==> src/rtl/arm_bus_pkg.sv <==
// Shared types, widths and parameter defaults for the bus-to-register-file bridge.
package arm_bus_pkg;

    localparam int unsigned RD_LAT_DEF = 2;
    localparam int unsigned TMO_DEF    = 255;

    localparam int unsigned ADDR_W = 24;
    localparam int unsigned DATA_W = 32;
    localparam int unsigned BE_W   = 4;
    localparam int unsigned ERR_W  = 8;
    localparam int unsigned CNT_W  = 16;

    typedef enum logic [2:0] {
        IDLE,
        RD_WAIT,
        RD_ACK,
        WR_ACK,
        HOLD
    } state_e;

    // Register-file request payload latched at the start of a transfer.
    typedef struct packed {
        logic [ADDR_W-1:0] addr;
        logic [BE_W-1:0]   be;
        logic [DATA_W-1:0] wdata;
    } rf_req_t;

    function automatic logic [ERR_W-1:0] sat_inc(input logic [ERR_W-1:0] v);
        return (v == '1) ? v : v + ERR_W'(1);
    endfunction

endpackage

==> src/rtl/cyc_counter.sv <==
// Loadable down-counter with registered terminal-count flag (high when the count is zero).
module cyc_counter #(
    parameter int unsigned W = 16
) (
    input  logic         clk,
    input  logic         rst,
    input  logic         load_i,
    input  logic [W-1:0] load_val_i,
    input  logic         en_i,
    output logic         tc_o
);

    logic [W-1:0] cnt_q, cnt_d;
    logic         tc_q;

    always_comb begin
        cnt_d = cnt_q;
        if (load_i) begin
            cnt_d = load_val_i;
        end else if (en_i && (cnt_q != '0)) begin
            cnt_d = cnt_q - W'(1);
        end
    end

    always_ff @(posedge clk) begin
        if (rst) begin
            cnt_q <= '0;
            tc_q  <= 1'b1;
        end else begin
            cnt_q <= cnt_d;
            tc_q  <= (cnt_d == '0);
        end
    end

    assign tc_o = tc_q;

endmodule

==> src/rtl/arm_bus_ctrl.sv <==
// Bridge from a strobed asynchronous-style bus to a register file: one rf_rd/rf_wr
// pulse per strobe falling edge, acknowledge handshake with timeout and error count.
module arm_bus_ctrl
    import arm_bus_pkg::*;
#(
    parameter int unsigned RD_LAT = RD_LAT_DEF,
    parameter int unsigned TMO    = TMO_DEF
) (
    input  logic              clk,
    input  logic              rst,
    input  logic              bus_as,
    input  logic              bus_rs_n,
    input  logic              bus_ws_n,
    input  logic [ADDR_W-1:0] bus_addr,
    input  logic [BE_W-1:0]   bus_be_n,
    input  logic [DATA_W-1:0] bus_din,
    output logic [DATA_W-1:0] bus_dout,
    output logic              bus_doe,
    output logic              bus_dtack_n,
    output logic [ADDR_W-1:0] rf_addr,
    output logic [BE_W-1:0]   rf_be,
    output logic [DATA_W-1:0] rf_wdata,
    output logic              rf_wr,
    output logic              rf_rd,
    input  logic [DATA_W-1:0] rf_rdata,
    output logic [ERR_W-1:0]  err_cnt,
    output logic              busy
);

    // Counter loads: the FSM leaves a counted state on the edge after the count hits zero.
    localparam logic [CNT_W-1:0] RD_LOAD  = CNT_W'(RD_LAT + 1);
    localparam logic [CNT_W-1:0] TMO_LOAD = CNT_W'(TMO - 1);

    state_e            state_q, state_d;
    rf_req_t           rf_q, rf_d;
    logic [DATA_W-1:0] dout_q, dout_d;
    logic              doe_q, doe_d;
    logic              dtack_n_q, dtack_n_d;
    logic              rf_wr_q, rf_wr_d;
    logic              rf_rd_q, rf_rd_d;
    logic              busy_q, busy_d;
    logic [ERR_W-1:0]  err_q, err_d;
    logic              rs_n_prev_q, ws_n_prev_q;
    logic              rd_fall, wr_fall;
    logic              cnt_load, cnt_en, cnt_tc;
    logic [CNT_W-1:0]  cnt_val;

    // Previous strobe levels reset to "low" so a strobe held through reset is not a new edge.
    assign rd_fall = rs_n_prev_q & ~bus_rs_n;
    assign wr_fall = ws_n_prev_q & ~bus_ws_n;

    cyc_counter #(
        .W(CNT_W)
    ) u_cnt (
        .clk        (clk),
        .rst        (rst),
        .load_i     (cnt_load),
        .load_val_i (cnt_val),
        .en_i       (cnt_en),
        .tc_o       (cnt_tc)
    );

    always_comb begin
        state_d   = state_q;
        rf_d      = rf_q;
        dout_d    = dout_q;
        doe_d     = doe_q;
        dtack_n_d = dtack_n_q;
        rf_wr_d   = 1'b0;
        rf_rd_d   = 1'b0;
        err_d     = err_q;
        cnt_load  = 1'b0;
        cnt_val   = '0;
        cnt_en    = 1'b0;

        case (state_q)
            IDLE: begin
                if (bus_as && (rd_fall || wr_fall)) begin
                    if (!bus_rs_n && !bus_ws_n) begin
                        err_d   = sat_inc(err_q);
                        state_d = HOLD;
                    end else if (!bus_rs_n) begin
                        rf_d.addr = bus_addr;
                        rf_d.be   = ~bus_be_n;
                        rf_rd_d   = 1'b1;
                        cnt_load  = 1'b1;
                        cnt_val   = RD_LOAD;
                        state_d   = RD_WAIT;
                    end else begin
                        rf_d.addr  = bus_addr;
                        rf_d.be    = ~bus_be_n;
                        rf_d.wdata = bus_din;
                        rf_wr_d    = 1'b1;
                        dtack_n_d  = 1'b0;
                        cnt_load   = 1'b1;
                        cnt_val    = TMO_LOAD;
                        state_d    = WR_ACK;
                    end
                end
            end

            RD_WAIT: begin
                cnt_en = 1'b1;
                if (cnt_tc) begin
                    dout_d    = rf_rdata;
                    doe_d     = 1'b1;
                    dtack_n_d = 1'b0;
                    cnt_load  = 1'b1;
                    cnt_val   = TMO_LOAD;
                    state_d   = RD_ACK;
                end
            end

            RD_ACK, WR_ACK: begin
                cnt_en = 1'b1;
                // Master release wins over a timeout landing on the same edge.
                if (!bus_as || ((state_q == RD_ACK) ? bus_rs_n : bus_ws_n)) begin
                    doe_d     = 1'b0;
                    dtack_n_d = 1'b1;
                    state_d   = IDLE;
                end else if (cnt_tc) begin
                    err_d     = sat_inc(err_q);
                    doe_d     = 1'b0;
                    dtack_n_d = 1'b1;
                    state_d   = HOLD;
                end
            end

            HOLD: begin
                if (!bus_as && bus_rs_n && bus_ws_n) begin
                    state_d = IDLE;
                end
            end

            default: begin
                doe_d     = 1'b0;
                dtack_n_d = 1'b1;
                state_d   = IDLE;
            end
        endcase

        busy_d = (state_d != IDLE);
    end

    always_ff @(posedge clk) begin
        if (rst) begin
            state_q     <= IDLE;
            rf_q        <= '0;
            dout_q      <= '0;
            doe_q       <= 1'b0;
            dtack_n_q   <= 1'b1;
            rf_wr_q     <= 1'b0;
            rf_rd_q     <= 1'b0;
            busy_q      <= 1'b0;
            err_q       <= '0;
            rs_n_prev_q <= 1'b0;
            ws_n_prev_q <= 1'b0;
        end else begin
            state_q     <= state_d;
            rf_q        <= rf_d;
            dout_q      <= dout_d;
            doe_q       <= doe_d;
            dtack_n_q   <= dtack_n_d;
            rf_wr_q     <= rf_wr_d;
            rf_rd_q     <= rf_rd_d;
            busy_q      <= busy_d;
            err_q       <= err_d;
            rs_n_prev_q <= bus_rs_n;
            ws_n_prev_q <= bus_ws_n;
        end
    end

    assign bus_dout    = dout_q;
    assign bus_doe     = doe_q;
    assign bus_dtack_n = dtack_n_q;
    assign rf_addr     = rf_q.addr;
    assign rf_be       = rf_q.be;
    assign rf_wdata    = rf_q.wdata;
    assign rf_wr       = rf_wr_q;
    assign rf_rd       = rf_rd_q;
    assign err_cnt     = err_q;
    assign busy        = busy_q;

endmodule

==> config.mk <==
export PLATFORM = sky130hd
export DESIGN_NAME = arm_bus_ctrl
export DESIGN_NICKNAME = d
export VERILOG_FILES = /design/src/rtl/arm_bus_pkg.sv /design/src/rtl/cyc_counter.sv /design/src/rtl/arm_bus_ctrl.sv
export SDC_FILE = /design/constraint.sdc
export NUM_CORES = 1
export LEC_CHECK = 0
export ABC_AREA = 1
export ABC_CLOCK_PERIOD_IN_PS = 2700
export BUFFER_PORTS_ARGS = -buffer_cell sky130_fd_sc_hd__buf_2
export CAP_MARGIN = 10
export CELL_PAD_IN_SITES_DETAIL_PLACEMENT = 1
export CELL_PAD_IN_SITES_GLOBAL_PLACEMENT = 1
export CORE_MARGIN = 5
export CORE_UTILIZATION = 36
export DETAILED_ROUTE_END_ITERATION = 16
export PLACE_DENSITY_LB_ADDON = 0.1
export SLEW_MARGIN = 25
export SYNTH_ARGS = -nofsm -noshare
export SYNTH_HDL_FRONTEND = slang
export SYNTH_SLANG_ARGS = --single-unit
==> constraint.sdc <==
create_clock -name clk -period 2.7 [get_ports clk]
set_input_delay 0.405 -clock clk [delete_from_list [all_inputs] [get_ports clk]]
set_output_delay 0.405 -clock clk [all_outputs]
set_load 0.01 [all_outputs]
* Word-level counts from Yosys, hierarchy flattened
Index checks and enable logic that the tools add are counted.
Word-level totals: bits in latches 0, register bits 127, bits in read-only memories 0, bits of input ports 97, logic and storage cells 103, output and inout port bits 105, memories kept 0, memory bits (writable) 0
Cells by class: mux-type cells 38, bitwise logic cells 10, shifts and indexed selects 0, div/mod/pow operators 0, $mul 0, add/subtract/negate cells 2, reductions and logical operators 25, equal/unequal tests 13, order comparisons 0
Operators by type and width (count):
- $mux 8 | 9
- $mux 16 | 2
- $pmux 8 s2 | 2
- $mux 3 | 6
- $logic_not 16->1 | 1
- $reduce_bool 16->1 | 1
- $sub 16x1->16 const B | 1
- $mux 1 | 14
- $pmux 3 s4 | 1
- $ne 2x2->1 const B | 5
- $add 8x1->8 const B | 1
- $eq 8x8->1 const B | 1
- $not 1->1 | 7
- $eq 3x2->1 const B | 2
- $reduce_and 3->1 | 2
- $reduce_and 6->1 | 1
- $logic_and 1x1->1 | 5
- $reduce_and 5->1 | 1
- $ne 2x1->1 const B | 2
- $not 4->4 | 1
- $pmux 1 s4 | 1
- $reduce_and 4->1 | 1
- $reduce_or 2->1 | 2
- $reduce_or 4->1 | 1
- 14 further kinds | 18

* Longest topological paths before layout
Gate-level depths: netlist (run 1).
depth in word-level cells 8, depth in mapped cells 15, mapped depth without buffers 15

* By module
From an unflattened synthesis (run 1), not the netlist that was laid out.
Second synthesis, totals: cells, all modules 770, area total of the unflattened synthesis 5499.0 um^2
Modules (own cells, without submodules):
- arm_bus_ctrl | cells each 545, area an instance 4149.0 um^2, times used 1, seq. area each 2202.1 um^2
- cyc_counter | cells each 225, area an instance 1350.0 um^2, times used 1, seq. area each 340.3 um^2

* Least setup slack after synthesis (run 1)
No wires, ideal clock.
path type reg-to-reg, start point reg u_cnt.cnt_q[0], end point reg u_cnt.tc_q (netlist: u_cnt.tc_o), library setup time 0.061 ns, setup slack 0.992 ns, data arrival time 1.647 ns, stages on the path, launching flop included 15, period minus slack after synthesis 1.708 ns, required time 2.639 ns, path buffers 1, cells stage by stage dfxtp_1 > clkinv_1 > ha_1 > nand2_2 > nor2_4 > nand2_4 > nand2_8 > buf_8 > nand2_1 > nand2_1 > o21ai_1 > nand2_1 > nor2_1 > nand2_1 > nand2_1
Between the ends: word-level cells in the longest chain between the ends 5, elaborated cells between the ends (all ways) 6, classes of those cells 1 x add/sub; 2 x mux; 3 x reduce/logical
Ends and longest elaborated chain:
- from (decl) | RTL line cyc_counter.sv:13 | logic [W-1:0] cnt_q, cnt_d;
- from (signal assigned) | RTL line cyc_counter.sv:30 | cnt_q <= cnt_d;
- branches (longest 2 deep; another with $sub 16x1->16)
- $mux 16 * | RTL line cyc_counter.sv:20 | end else if (en_i && (cnt_q != '0)) begin
- $mux 16 * | RTL line cyc_counter.sv:18 | if (load_i) begin
- $logic_not 16->1 * | RTL line cyc_counter.sv:31 | tc_q <= (cnt_d == '0);
- to (signal assigned) | RTL line cyc_counter.sv:31
- to (decl) | RTL line cyc_counter.sv:14 | logic tc_q;
Every way passes the cells marked *. A chain may end at the register's enable or synchronous reset.

* Final worst setup path (run 1)
Same ends and word-level chain as after synthesis.

==> impl_metrics.json, run 1 <==
{
  "grt_setup_unrepaired": "no",
  "holdCritPathClass": "in2reg",
  "antenna_found_initial": 1,
  "postRouteAntennaNets": 0,
  "first_pass_iters": 4,
  "clockBufferDepth": 2,
  "cts_hold_buf": 0,
  "synth_warnings": 0,
  "slowest_stage": "dfxtp_1",
  "setup_violations": 0,
  "setup_tns_ns": 0,
  "drive_gt1_frac": 0.280,
  "clk_pin_slew_ns": 0.06,
  "fin_nets": 1048,
  "syn_nets": 854,
  "die_y_um": 132,
  "critPathRequiredTime_ns": 3.00,
  "max_freq_mhz": 491,
  "numCtsBuffers": 17,
  "syn_inst": 754,
  "synth_edf_count": 0,
  "fin_cells": 1145,
  "netlist_area_um2": 5350,
  "initial_core_util": 0.368,
  "ys_seq_elements": 127,
  "outcome": "completed",
  "cts_resized": 0,
  "critPathMaxFanout": 17,
  "crit_top_cell": "nand2_1",
  "io_pins": 202,
  "critPathArrivalTime_ns": 2.34,
  "gp_congestion": 0.781,
  "tightest_slew_ns": 0.592,
  "yosysMostFrequentCell": "nor2_1",
  "synth.avg_cell_area_um2": 7.10,
  "port_buffers": 201,
  "clock-sinks": 127,
  "fillCellCount": 1939,
  "overflow": 0,
  "area_delta_synth_final_pct": 33.7,
  "p_leak_nw": 3.93,
  "cts_setup_buffers": 0,
  "cts_root_buf": "clkbuf_16",
  "ys_seq_area_frac": 0.475,
  "fin_crit_ns": 2.04,
  "core_um2": 14500,
  "crit_type": "reg2reg",
  "cp_top_family": "simple AND/OR/NAND/NOR gates",
  "dp_cells": 1113,
  "cellPowerDensity_nw_per_um2": 777,
  "drc": 0,
  "clkLatencyLatePin_ns": 0.42,
  "drt-initial-drc-count": 263,
  "hpwl_mm": 12.7,
  "grt_max_degree": 57,
  "synth.distinct_cells": 36,
  "track_usage": 0.199,
  "skew_ns": 0.0202,
  "synth_commonest_cells": "nor2_1, dfxtp_1, nand2_1, o21ai_0, inv_1",
  "htreeDepth": 4,
  "period_share": 0.755,
  "worst_hold_slack_ns": 0.168,
  "grt_pass1_vias": 5857,
  "die_w_um": 132,
  "ir_worst_vdd_mv": 0.462,
  "wl_mm": 17.5,
  "diodes": 0,
  "seqCellArea_um2": 2540,
  "grt_pass1_wl_mm": 28.8,
  "drv_slew": 0,
  "max_cap_violations": 0,
  "end_kind": "register",
  "cp-start-kind": "register",
  "cp_cell_sequence": "clkinv_1 -> ha_1 -> nand2_2 -> nor2_4 -> nand2_4 -> nand2_8 -> inv_2 -> nand2_1 -> a21oi_2 -> nor2_1 -> nand2_1 -> nor2_1 -> nand2_1 -> nand2_1",
  "rows": 44,
  "wl_per_cell_um": 15.3,
  "vias": 5572,
  "multi_input_area_um2": 2440,
  "die_area_um2": 17400,
  "cts_tree": "done",
  "slew_headroom": 0.604,
  "ys.flop_type": "dfxtp_1",
  "cp_num_buf_inv": 2,
  "yosys.area.top_type_share": 0.475,
  "cpPeakStageDelay_ns": 0.34,
  "routed_via_density": 4.87,
  "yosysTopAreaCell": "dfxtp_1",
  "yosys-top-cells-area": "dfxtp_1, nor2_1, o21ai_0",
  "hold_violations": 0,
  "async_reset_ff_frac": 0
}
worst paths after layout:
kind	from	to	slack, ns	cells past startpoint
max	u_cnt.cnt_q[0]$_SDFF_PP0_	u_cnt.tc_o$_SDFF_PP1_	0.66	14
min	bus_be_n[1]	rf_be[1]$_SDFFE_PP0P_	0.17	2
max reg2reg	u_cnt.cnt_q[0]$_SDFF_PP0_	u_cnt.tc_o$_SDFF_PP1_	0.66	14
min reg2reg	rf_wdata[26]$_SDFFE_PP0P_	rf_wdata[26]$_SDFFE_PP0P_	0.47	2
kinds of logic after synthesis:
group	count (synthesis)	synth area share
compound gates	126	0.123
flops	127	0.475
xor+xnor	5	0.00818
buf+inv	93	0.0696
simple gates	400	0.317
fa+ha+maj	3	0.00701
metal layers:
| metal | up-vias | wire [um] | GRT usage |
|---|---|---|---|
| li1 | 2767 | - | - |
| met3 | 18 | 1400 | 0.0851 |
| met4 | 2 | 240 | 0.0640 |
| met2 | 145 | 8710 | 0.347 |
| met5 | - | 13 | 0 |
| met1 | 2640 | 7150 | 0.219 |
final cells by class:
cell class / instances / share of cell area
Multi-Input combinational cell: 534 / 0.341
Timing Repair Buffer: 207 / 0.149
Clock inverter: 10 / 0.0255
Clock buffer: 22 / 0.0662
Inverter: 61 / 0.0320
Tap cell: 184 / 0.0322
Sequential cell: 127 / 0.355
registers in the layout, indices dropped and copies added, names as in the netlist, 3 cells and up:
| name | cells |
|---|---|
| bus_dout | 32 |
| rf_wdata | 32 |
| rf_be | 4 |
| err_cnt | 8 |
| u_cnt.cnt_q | 16 |
| rf_addr | 24 |
| state_q | 3 |
where the power goes:
part	internal, mW	total (mW)	leakage [nW]	switching [mW]
sequential	1.98	2.05	1.03	0.0728
clock	1.71	2.54	0.324	0.827
combinational	0.350	0.978	2.57	0.628
total	4.04	5.57	3.93	1.53
per-stage QoR:
step | cell area, um2 | setup WS (ns) | util | total power [mW]
2_1_floorplan | 5350 | 0.992 | - | 2.74
3_3_place_gp | 6500 | 0.702 | 0.447 | 3.04
3_5_place_dp | 6500 | 0.641 | 0.447 | 3.07
4_1_cts | 7160 | 0.667 | 0.493 | 5.63
5_1_grt | 7160 | 0.468 | 0.493 | 5.85
6_report | 7160 | 0.662 | 0.493 | 5.57
placed cells by master, fill, tap and decap left out, types with 5 or more instances in the layout:
| cell | instances |
|---|---|
| a21oi_1 | 14 |
| nand3_1 | 27 |
| dfxtp_1 | 127 |
| nand2_1 | 115 |
| nand4_1 | 8 |
| buf_2 | 201 |
| nor2_2 | 8 |
| buf_4 | 5 |
| o21ai_1 | 7 |
| inv_2 | 8 |
| clkbuf_16 | 17 |
| nor2_1 | 222 |
| o21ai_0 | 97 |
| bufinv_16 | 5 |
| inv_1 | 51 |
(Power assumes the default switching activity.)
==> inputs of run 2 (changes only) <==
--- a/config.mk
+++ b/config.mk
@@ -6,13 +6,13 @@
 export NUM_CORES = 1
 export LEC_CHECK = 0
 export ABC_AREA = 1
-export ABC_CLOCK_PERIOD_IN_PS = 2700
+export ABC_CLOCK_PERIOD_IN_PS = 2000
 export BUFFER_PORTS_ARGS = -buffer_cell sky130_fd_sc_hd__buf_2
 export CAP_MARGIN = 10
 export CELL_PAD_IN_SITES_DETAIL_PLACEMENT = 1
 export CELL_PAD_IN_SITES_GLOBAL_PLACEMENT = 1
 export CORE_MARGIN = 5
-export CORE_UTILIZATION = 36
+export CORE_UTILIZATION = 34
 export DETAILED_ROUTE_END_ITERATION = 16
 export PLACE_DENSITY_LB_ADDON = 0.1
 export SLEW_MARGIN = 25
==> constraint.sdc (replaced) <==
create_clock -name clk -period 2 [get_ports clk]
set_input_delay 0.3 -clock clk [delete_from_list [all_inputs] [get_ports clk]]
set_output_delay 0.3 -clock clk [all_outputs]
set_load 0.01 [all_outputs]
==> impl_metrics.json, run 2 (same netlist as run 1, synthesis figures left out) <==
{
  "p_clk_frac": 0.416,
  "rr_worst_depth": 8,
  "antenna_found_initial": 0,
  "fin_nets": 1056,
  "clkLatencyLatePin_ns": 0.42,
  "final_cell_mix": "nor2_1, buf_2, dfxtp_1, nand2_1, o21ai_0",
  "hold_violations": 0,
  "grt_max_degree": 57,
  "rows": 45,
  "wl_per_cell_um": 15.2,
  "switching_share": 0.302,
  "holdCritPathClass": "in2reg",
  "p_leak_nw": 3.91,
  "drive_gt1_frac": 0.289,
  "setup_tns_ns": 0,
  "p_seq_frac": 0.391,
  "overflow": 0,
  "gp_congestion": 0.825,
  "worst_hold_slack_ns": 0.0591,
  "period_share": 0.912,
  "worstReg2RegEnd": "rf_wdata[24]$_SDFFE_PP0P_",
  "clock-sinks": 127,
  "grt_pass1_wl_mm": 29.1,
  "hpwl_mm": 13.3,
  "r2r-start": "state_q[0]$_SDFF_PP0_",
  "grt_setup_unrepaired": "no",
  "hold_start": "bus_be_n[2]",
  "end_kind": "register",
  "ir_worst_vdd_mv": 0.626,
  "drv_slew": 0,
  "routed_via_density": 4.74,
  "place_area_um2": 6590,
  "max_cap_violations": 0,
  "setup_violations": 0,
  "htreeDepth": 4,
  "die_y_um": 135,
  "final_common_cell": "nor2_1",
  "postRouteAntennaNets": 0,
  "min_delay_path_depth": 2,
  "fin_crit_ns": 1.82,
  "die_area_um2": 18400,
  "hold_end": "rf_be[2]$_SDFFE_PP0P_",
  "core_um2": 15300,
  "final_core_util": 0.468,
  "r2r_setup_slack_ns": 0.18,
  "track_usage": 0.198,
  "numCtsBuffers": 17,
  "port_buffers": 201,
  "stdcell_area_um2": 7160,
  "critPathRequiredTime_ns": 2.31,
  "cp-start-kind": "register",
  "critPathArrivalTime_ns": 2.13,
  "cts_setup_buffers": 0,
  "diodes": 0,
  "skew_ns": 0.00983,
  "wl_mm": 17.9,
  "grt_pass1_vias": 5919,
  "die_w_um": 135,
  "cts_tree": "done",
  "tightest_slew_ns": 0.553,
  "area_delta_synth_final_pct": 33.8,
  "initial_core_util": 0.350,
  "internal_power_mw": 4.94,
  "power.switching_mw": 2.14,
  "clockBufferDepth": 2,
  "comb_power_share": 0.193,
  "first_pass_iters": 4,
  "outcome": "completed",
  "crit_type": "reg2reg",
  "slew_headroom": 0.631,
  "cts_root_buf": "clkbuf_16",
  "cellPowerDensity_nw_per_um2": 989,
  "clk_pin_slew_ns": 0.06,
  "critPathMaxFanout": 32,
  "io_pins": 202,
  "drc": 0,
  "vias": 5591,
  "total_power_mw": 7.08,
  "drt-initial-drc-count": 289,
  "max_freq_mhz": 548
}
-- run 2: stage by stage --
stage	cells	setup slack, ns
global placement	1148	0.192
floorplan	754	0.292
global route	1180	0.00117
finish	1180	0.175
detailed placement	1148	0.0586
CTS	1180	0.104
-- run 2: timing repair --
action	4_1_cts	5_1_grt
setup endpoints to repair	0	2
hold buffers	0	0
gates resized for setup	0	4
-- run 2: per-layer routing --
layer | up-vias | part of all wire | global-route usage
met5 | - | 0 | 0
met4 | 0 | 0.019 | 0.0677
met3 | 31 | 0.080 | 0.0836
met2 | 154 | 0.49 | 0.336
met1 | 2621 | 0.41 | 0.224
li1 | 2785 | - | -
-- run 2: cell type report --
| cell class | instances | area (um2) |
|---|---|---|
| flip-flops and latches | 127 | 2540 |
| repair buffers | 215 | 1110 |
| clock inverters | 13 | 114 |
| fillers | 2062 | 8150 |
| multi-input cells | 534 | 2450 |
| well taps | 211 | 264 |
| inverters | 61 | 231 |
| clock buffers | 19 | 453 |
-- run 2: worst max-delay path by stage --
stage	from	end	slack [ns]	cells past startpoint
global placement	bus_rs_n	rf_wdata[28]$_SDFFE_PP0P_	0.19	13
global route	state_q[2]$_SDFF_PP0_	err_cnt[3]$_SDFFE_PP0P_	0.001	10
finish	state_q[0]$_SDFF_PP0_	rf_wdata[24]$_SDFFE_PP0P_	0.18	8
detailed placement	bus_rs_n	rf_wdata[24]$_SDFFE_PP0P_	0.06	13
floorplan	u_cnt.cnt_q[0]$_SDFF_PP0_	u_cnt.tc_o$_SDFF_PP1_	0.29	14
CTS	u_cnt.cnt_q[0]$_SDFF_PP0_	u_cnt.tc_o$_SDFF_PP1_	0.10	14
-- run 2: worst max-delay path, cell delays in order (launching register included) --
cell and delay, ns:
dfxtp_1 0.39, nor2_4 0.27, nand2_4 0.11, nor2_2 0.26, inv_2 0.28, nor2_1 0.18
nor2_1 0.05, o21ai_0 0.10, inv_1 0.05
-- run 2: power by group through the flow --
stage	Combinational (mW)	Clock [mW]	Sequential, mW
2_1_floorplan	0.854	0	2.84
3_3_place_gp	1.34	0	2.81
3_5_place_dp	1.36	0	2.82
4_1_cts	1.37	3.02	2.77
5_1_grt	1.54	3.15	2.79
6_report	1.37	2.95	2.77
==> inputs of run 3 (changes only) <==
--- a/config.mk
+++ b/config.mk
@@ -13,6 +13,7 @@
 export CELL_PAD_IN_SITES_GLOBAL_PLACEMENT = 1
 export CORE_MARGIN = 5
 export CORE_UTILIZATION = 34
+export CTS_CLUSTER_DIAMETER = 50
 export DETAILED_ROUTE_END_ITERATION = 16
 export PLACE_DENSITY_LB_ADDON = 0.1
 export SLEW_MARGIN = 25
==> constraint.sdc (replaced) <==
create_clock -name clk -period 2 [get_ports clk]
set_input_delay 0.1 -clock clk [delete_from_list [all_inputs] [get_ports clk]]
set_output_delay 0.1 -clock clk [all_outputs]
set_load 0.01 [all_outputs]
==> impl_metrics.json, run 3 (same netlist as run 1, synthesis figures left out) <==
{
  "outcome": "completed",
  "area_delta_synth_final_pct": 49.6,
  "cp_cell_sequence": "dlygate4sd3_1 -> buf_2 -> inv_2 -> nand2_1 -> nand2_1 -> nand2_1 -> inv_2 -> nand2_1 -> nor2_2 -> buf_4 -> o21ai_0 -> nor2_1",
  "gp_congestion": 0.848,
  "die_y_um": 135,
  "io_pins": 202,
  "die_area_um2": 18400,
  "critPathRequiredTime_ns": 2.33,
  "drc": 0,
  "clk_pin_slew_ns": 0.06,
  "cpPeakStageDelay_ns": 0.54,
  "final_core_util": 0.523,
  "core_um2": 15300,
  "period_share": 0.936,
  "numCtsBuffers": 17,
  "crit_type": "in2reg",
  "cts_root_buf": "clkbuf_16",
  "antenna_found_initial": 2,
  "clkLatencyLatePin_ns": 0.41,
  "port_buffers": 201,
  "skew_ns": 0.00434,
  "wl_per_cell_um": 15.8,
  "max_cap_violations": 0,
  "grt_pass1_vias": 6494,
  "rows": 45,
  "routed_via_density": 4.73,
  "setup_violations": 0,
  "clockBufferDepth": 2,
  "hold_violations": 0,
  "initial_core_util": 0.350,
  "critPathMaxFanout": 32,
  "grt_setup_unrepaired": "yes",
  "grt_max_degree": 57,
  "holdCritPathClass": "in2reg",
  "drive_gt1_frac": 0.269,
  "track_usage": 0.222,
  "fin_nets": 1133,
  "finalWorstSetupSlack_ns": 0.127,
  "drv_slew": 0,
  "overflow": 0,
  "cts_tree": "done",
  "ir_worst_vdd_mv": 0.559,
  "slew_headroom": 0.623,
  "p_leak_nw": 4.26,
  "end_kind": "register",
  "wl_mm": 19.9,
  "total_power_mw": 7.41,
  "fin_crit_ns": 1.87,
  "tightest_slew_ns": 0.564,
  "hpwl_mm": 13.0,
  "vias": 5947,
  "setup_tns_ns": 0,
  "grt_pass1_wl_mm": 32.5,
  "die_w_um": 135,
  "clock-sinks": 127,
  "max_freq_mhz": 534,
  "first_pass_iters": 4,
  "postRouteAntennaNets": 0,
  "drt-initial-drc-count": 259,
  "place_ws_ns": 0.139,
  "cellPowerDensity_nw_per_um2": 925,
  "htreeDepth": 4,
  "cp-start-kind": "primary input",
  "slowest_stage": "dlygate4sd3_1",
  "crit_top_cell": "nand2_1",
  "final_common_cell": "nor2_1",
  "critPathArrivalTime_ns": 2.20,
  "final_cell_mix": "nor2_1, buf_2, dfxtp_1, nand2_1, o21ai_0"
}
==> run 3: final timing paths <==
path                                                 from                         to  slack [ns]  depth (start not counted)
worst max-delay path                             bus_ws_n   rf_wdata[4]$_SDFFE_PP0P_        0.13                         12
worst min-delay path                          bus_din[28]  rf_wdata[28]$_SDFFE_PP0P_        0.02                          5
worst max register to register      state_q[1]$_SDFF_PP0_   rf_addr[21]$_SDFFE_PP0P_        0.19                          7
worst min register to register  rf_wdata[27]$_SDFFE_PP0P_  rf_wdata[27]$_SDFFE_PP0P_        0.47                          2
==> run 3: layout make-up <==
| type | count | area (um2) |
|---|---|---|
| Timing Repair Buffer | 292 | 1910 |
| Tap cell | 211 | 264 |
| Multi-Input combinational cell | 534 | 2460 |
| Antenna cell | 2 | 5.00 |
| Fill cell | 1970 | 7300 |
| Inverter | 61 | 229 |
| Sequential cell | 127 | 2540 |
| Clock buffer | 20 | 457 |
| Clock inverter | 11 | 140 |
==> run 3: stage by stage <==
stage,cells,cell area (um2),hold slack (ns)
after detailed placement,1146,6600,0.277
after global routing,1258,8010,0.0309
after global placement,1146,6600,0.275
after CTS,1256,7980,0.00200
final,1258,8010,0.0152
after floorplan,754,5350,0.190
==> run 3: what timing repair did <==
item,in CTS,in global routing
hold buffers,79,0
gates resized for setup,0,9
hold endpoints to repair,79,0
setup endpoints to repair,0,19
buffers inserted,0,0
==> run 3: metal layers <==
| metal | vias to the layer above | global-route usage | part of all wire |
|---|---|---|---|
| met5 | - | 0 | 0 |
| met4 | 0 | 0.0991 | 0.035 |
| met3 | 51 | 0.0758 | 0.065 |
| met2 | 187 | 0.371 | 0.48 |
| met1 | 2772 | 0.257 | 0.41 |
| li1 | 2937 | - | - |
==> run 3: power by group <==
group	internal [mW]	switching (mW)
Combinational	0.594	0.906
Sequential	2.67	0.102
Clock	2.01	1.13
Total	5.27	2.14
==> run 3: worst max-delay path, delay by kind of cell <==
family	cells	cell delay (ns)
AO/OA/AOI/OAI	1	0.15
buffers and inverters	5	1.19
AND/OR/NAND/NOR	6	0.74
